### config.mk
export PLATFORM = sky130hd
export DESIGN_NAME = core_imem_axil_bridge
export DESIGN_NICKNAME = d
export VERILOG_FILES = /design/src/rtl/core_imem_axil_bridge_pkg.sv /design/src/rtl/core_imem_axil_bridge.sv
export SDC_FILE = /design/constraint.sdc
export NUM_CORES = 1
export LEC_CHECK = 0
export BUFFER_PORTS_ARGS = -buffer_cell sky130_fd_sc_hd__clkbuf_2
export CORE_MARGIN = 5
export CORE_UTILIZATION = 45
export DETAILED_ROUTE_END_ITERATION = 10
export GPL_TIMING_DRIVEN = 0
export MAX_ROUTING_LAYER = met4
export PLACE_DENSITY = 0.78
export SYNTH_ARGS = -nofsm -noshare
export SYNTH_HDL_FRONTEND = slang
export SYNTH_SLANG_ARGS = --single-unit
export TNS_END_PERCENT = 50
### constraint.sdc
create_clock -name g_clk -period 3.2 [get_ports g_clk]
set_input_delay 0.16 -clock g_clk [delete_from_list [all_inputs] [get_ports g_clk]]
set_output_delay 0.16 -clock g_clk [all_outputs]
set_load 0.01 [all_outputs]
### src/rtl/core_imem_axil_bridge_pkg.sv
// Shared types and constants for the fetch-side AXI4-Lite read bridge.
// Holds the AXI response codes, the fetch protection value and FSM encoding.
package core_imem_axil_bridge_pkg;

    localparam logic [1:0] AXI_RESP_OKAY   = 2'b00;
    localparam logic [1:0] AXI_RESP_EXOKAY = 2'b01;
    localparam logic [1:0] AXI_RESP_SLVERR = 2'b10;
    localparam logic [1:0] AXI_RESP_DECERR = 2'b11;

    // Instruction access, secure, unprivileged.
    localparam logic [2:0] ARPROT_IFETCH = 3'b100;

    localparam int unsigned FETCH_BYTES_LOG2 = 3;

    typedef enum logic [1:0] {
        BR_IDLE = 2'b00,
        BR_ADDR = 2'b01,
        BR_DATA = 2'b10
    } br_state_e;

    function automatic logic resp_is_err(input logic [1:0] resp);
        return (resp == AXI_RESP_SLVERR) || (resp == AXI_RESP_DECERR);
    endfunction

endpackage

### src/rtl/core_imem_axil_bridge.sv
// Fetch-port to AXI4-Lite read bridge: one outstanding AR, stale beats
// (request withdrawn or address moved) are consumed and dropped.
module core_imem_axil_bridge
    import core_imem_axil_bridge_pkg::*;
#(
    parameter int unsigned MEM_ADDR_W = 64,
    parameter int unsigned MEM_DATA_W = 64
) (
    input  logic                  g_clk,
    input  logic                  g_resetn,
    input  logic                  imem_req,
    input  logic [MEM_ADDR_W-1:0] imem_addr,
    output logic                  imem_gnt,
    output logic                  imem_err,
    output logic [MEM_DATA_W-1:0] imem_rdata,
    output logic                  m_arvalid,
    input  logic                  m_arready,
    output logic [MEM_ADDR_W-1:0] m_araddr,
    output logic [2:0]            m_arprot,
    input  logic                  m_rvalid,
    output logic                  m_rready,
    input  logic [MEM_DATA_W-1:0] m_rdata,
    input  logic [1:0]            m_rresp
);

    localparam logic [MEM_ADDR_W-1:0] ADDR_MASK =
        ~{{(MEM_ADDR_W-FETCH_BYTES_LOG2){1'b0}},
          {FETCH_BYTES_LOG2{1'b1}}};

    br_state_e             state_q, state_d;
    logic [MEM_ADDR_W-1:0] a_addr_q, a_addr_d;
    logic [MEM_DATA_W-1:0] rdata_q, rdata_d;
    logic                  err_q, err_d;
    logic [MEM_ADDR_W-1:0] req_word;
    logic                  match;

    assign req_word = imem_addr & ADDR_MASK;
    assign match    = imem_req && (req_word == a_addr_q);

    always_comb begin
        state_d   = state_q;
        a_addr_d  = a_addr_q;
        rdata_d   = rdata_q;
        err_d     = err_q;
        m_arvalid = 1'b0;
        m_rready  = 1'b0;
        imem_gnt  = 1'b0;
        unique case (state_q)
            BR_IDLE: begin
                if (imem_req) begin
                    a_addr_d = req_word;
                    state_d  = BR_ADDR;
                end
            end
            BR_ADDR: begin
                m_arvalid = 1'b1;
                if (m_arready) begin
                    state_d = BR_DATA;
                end
            end
            BR_DATA: begin
                m_rready = 1'b1;
                if (m_rvalid) begin
                    // A mismatched beat is still consumed so the bus drains.
                    if (match) begin
                        imem_gnt = 1'b1;
                        rdata_d  = m_rdata;
                        err_d    = resp_is_err(m_rresp);
                    end
                    state_d = BR_IDLE;
                end
            end
            default: begin
                state_d = BR_IDLE;
            end
        endcase
    end

    always_ff @(posedge g_clk) begin
        if (!g_resetn) begin
            state_q  <= BR_IDLE;
            a_addr_q <= '0;
            rdata_q  <= '0;
            err_q    <= 1'b0;
        end else begin
            state_q  <= state_d;
            a_addr_q <= a_addr_d;
            rdata_q  <= rdata_d;
            err_q    <= err_d;
        end
    end

    assign m_araddr   = a_addr_q;
    assign m_arprot   = ARPROT_IFETCH;
    assign imem_rdata = rdata_q;
    assign imem_err   = err_q;

endmodule

==> results.py <==
metrics = {
    "global_routing": {
        "antenna_found_initial": 1,
        "grt_usage": 0.297,
        "grt_pass1_wl_mm": 33.3,
        "grt_pass1_vias": 6346,
        "overflow": 0,
        "grt_max_degree": 17,
    },
    "placed_design": {
        "dpl-instance-area_um2": 7300,
        "hpwlAfterDp_mm": 14.3,
        "port_buffers": 258,
        "gp_congestion": 0.975,
    },
    "die": {
        "die_w_um": 123,
        "die_area_um2": 15200,
        "fp-row-count": 41,
        "core_area_um2": 12600,
        "ioPinCount": 270,
        "initial_core_util": 0.458,
        "die_h_um": 123,
    },
    "worst_setup_path": {
        "critPathCaptureType": "register",
        "critPathMaxFanout": 10,
        "reg2reg_to": "imem_rdata[12]",
        "cp_data_arrival_time_ps": 2890,
        "reg2reg_from": "m_araddr[22]",
        "r2r_slack_ps": 650,
        "cp_slowest_cell": "nor4_1",
        "crit_required_ps": 3540,
        "crit_buf_inv": 2,
        "crit_type": "register to register",
        "worstPathCellList": "xor2_1 -> nor4_1 -> nand4_1 -> nor4_2 -> buf_6 -> buf_12 -> mux2i_1",
        "r2r_cells": 7,
        "cp-start-kind": "register",
        "path_delay_family": "simple AND/OR/NAND/NOR gates",
        "cpPeakStageDelay_ps": 710,
    },
    "timing": {
        "hold_viol_final": 0,
        "final.setup.tns_ps": 0,
        "slew_headroom": 0.224,
        "fin_worst_skew_ps": 11.6,
        "rsz0062_at_grt": "no",
        "fin_crit_ps": 2550,
        "timing.final.max_slew_violations": 0,
        "setup-violations-final": 0,
        "fmax_mhz": 392,
        "period_share": 0.797,
        "tightest_slew_ps": 1160,
    },
    "clocking": {
        "h-tree-depth": 4,
        "clock_path_buffers": 2,
        "cts_made_buffers": 17,
        "clk_pin_slew_ps": 60,
        "cts_tree": "done",
        "clk_latency_ps": 430,
        "post_cts_buffers": 0,
        "cts_root_buffer": "clkbuf_16",
        "cts_sinks": 128,
    },
    "pwr": {
        "cellLeakagePower_nw": 4.05,
        "p_total_mw": 4.50,
        "p_int_mw": 3.35,
        "clockPowerShare": 0.484,
        "switchingPower_mw": 1.15,
        "sw_frac_of_total": 0.256,
        "ir_drop_v": 0.000365,
        "p_seq_frac": 0.377,
        "p_per_area_nw_per_um2": 501,
        "power_frac_comb": 0.139,
    },
    "final_layout": {
        "design.final.nets": 1184,
        "synthToLayoutAreaGrowth_pct": 55.4,
        "drive_above_1_share": 0.287,
        "stdcell_area_um2": 8980,
        "post-route-util": 0.711,
    },
    "flow_run": {
        "max_cap_viol_count": 0,
    },
    "synthesis": {
        "synthTopCellsByCount": "252 x nand2_1, 128 x dfxtp_1, 65 x mux2i_1",
        "synthMostInstantiatedCell": "nand2_1",
        "yosysUniqueCellTypes": 21,
        "synth_seq_cells": 128,
        "synth-edff-count": 0,
        "synth_warnings": 0,
        "synthTopCellsByArea": "dfxtp_1 44%, nand2_1 16%, mux2i_1 11%",
        "synth_top_cell_by_area": "dfxtp_1",
        "ys_async_sr_fraction": 0,
        "syn_area_um2": 5780,
        "ys.flop_type": "dfxtp_1",
        "synth_top_area_frac": 0.444,
        "syn_avg_cell_area_um2": 8.66,
        "synth-seq-area-share": 0.444,
        "syn_inst": 667,
    },
    "worst_hold_path": {
        "whs_endpoint": "m_araddr[25]",
        "hold_class": "input port to register",
        "holdCritStartpoint": "imem_addr[25]",
        "min_path_cells": 3,
    },
    "run_status": {
        "outcome": "completed",
    },
    "drt": {
        "wl_per_cell_um": 18.1,
        "detail_route.first_pass.iterations": 5,
        "drt-initial-drc-count": 413,
        "via_count": 6281,
        "drt_wl_total_mm": 22.3,
        "ant_nets": 0,
        "post-route-drc-count": 0,
        "via_per_inst": 5.08,
    },
}
[placed cells by master, fill, tap and decap left out, types with 17 or more instances in the layout]
cell type,synthesis,layout
dlygate4sd3_1,0,101
clkbuf_16,0,17
clkbuf_1,34,34
nand2_1,252,252
clkbuf_2,0,258
a21boi_0,61,61
mux2i_1,65,65
nor4_1,30,30
xor2_1,61,61
dfxtp_1,128,128
[registers in the layout, summed over array words and instances (netlist names)]
name	flops
imem_err	1
imem_rdata	64
state_q	2
m_araddr	61
[metal layers]
layer / part of all wire / global-route usage
met1: 0.39 / 0.342
met5: 0 / -
met4: 0.039 / 0.148
met3: 0.072 / 0.0659
met2: 0.49 / 0.488
[area by class of cell]
| type | count | area (um^2) |
|---|---|---|
| Tap cell | 172 | 215 |
| Timing Repair Buffer | 359 | 2300 |
| Antenna cell | 2 | 5.00 |
| Multi-Input combinational cell | 495 | 2930 |
| Inverter | 1 | 3.75 |
| Fill cell | 963 | 3640 |
| Sequential cell | 128 | 2560 |
| Clock inverter | 13 | 209 |
| Buffer | 47 | 292 |
| Clock buffer | 19 | 453 |
[worst max-delay path by stage]
| stage | end | startpoint | cells past startpoint |
|---|---|---|---|
| floorplan | imem_err | m_araddr[42] | 7 |
| global placement | imem_rdata[12] | m_araddr[22] | 7 |
| detailed placement | imem_rdata[12] | m_araddr[22] | 7 |
| CTS | imem_rdata[12] | m_araddr[22] | 7 |
| global route | imem_rdata[19] | m_araddr[22] | 7 |
| finish | imem_rdata[12] | m_araddr[22] | 7 |
[cells by family after synthesis]
| family | synth area share |
|---|---|
| AND/OR/NAND/NOR | 0.217 |
| flip-flops | 0.444 |
| multiplexers | 0.113 |
| AO/OA/AOI/OAI | 0.0819 |
| XOR/XNOR | 0.0925 |
| buffers and inverters | 0.0511 |
| other | 0.00130 |
[power by group through the flow]
stage / registers [mW] / clock network (mW) / logic [mW]
global placement: 1.73 / 0 / 0.500
finish: 1.70 / 2.18 / 0.625
global route: 1.70 / 2.27 / 0.672
CTS: 1.70 / 2.19 / 0.607
floorplan: 1.75 / 0 / 0.234
detailed placement: 1.73 / 0 / 0.502
[worst min-delay path, stage by stage]
cell      delay [ps]
clkbuf_2         100
nand2_1           50
a21boi_0          60
[stage by stage]
stage	hold slack [ps]	setup slack, ps	cells
6_report	4.49	650	1236
3_5_place_dp	397	789	1101
2_1_floorplan	302	1350	671
4_1_cts	0.0971	770	1234
5_1_grt	7.66	614	1235
3_3_place_gp	389	889	1101
[repair_timing]
| item | 4_1_cts | 5_1_grt |
|---|---|---|
| endpoints found under the hold margin | 101 | 0 |
| endpoints found under the setup margin | 0 | 0 |
| gates resized for setup | 0 | 0 |
| hold buffers | 101 | 0 |
Note: power is estimated with default switching activity, not from simulation.
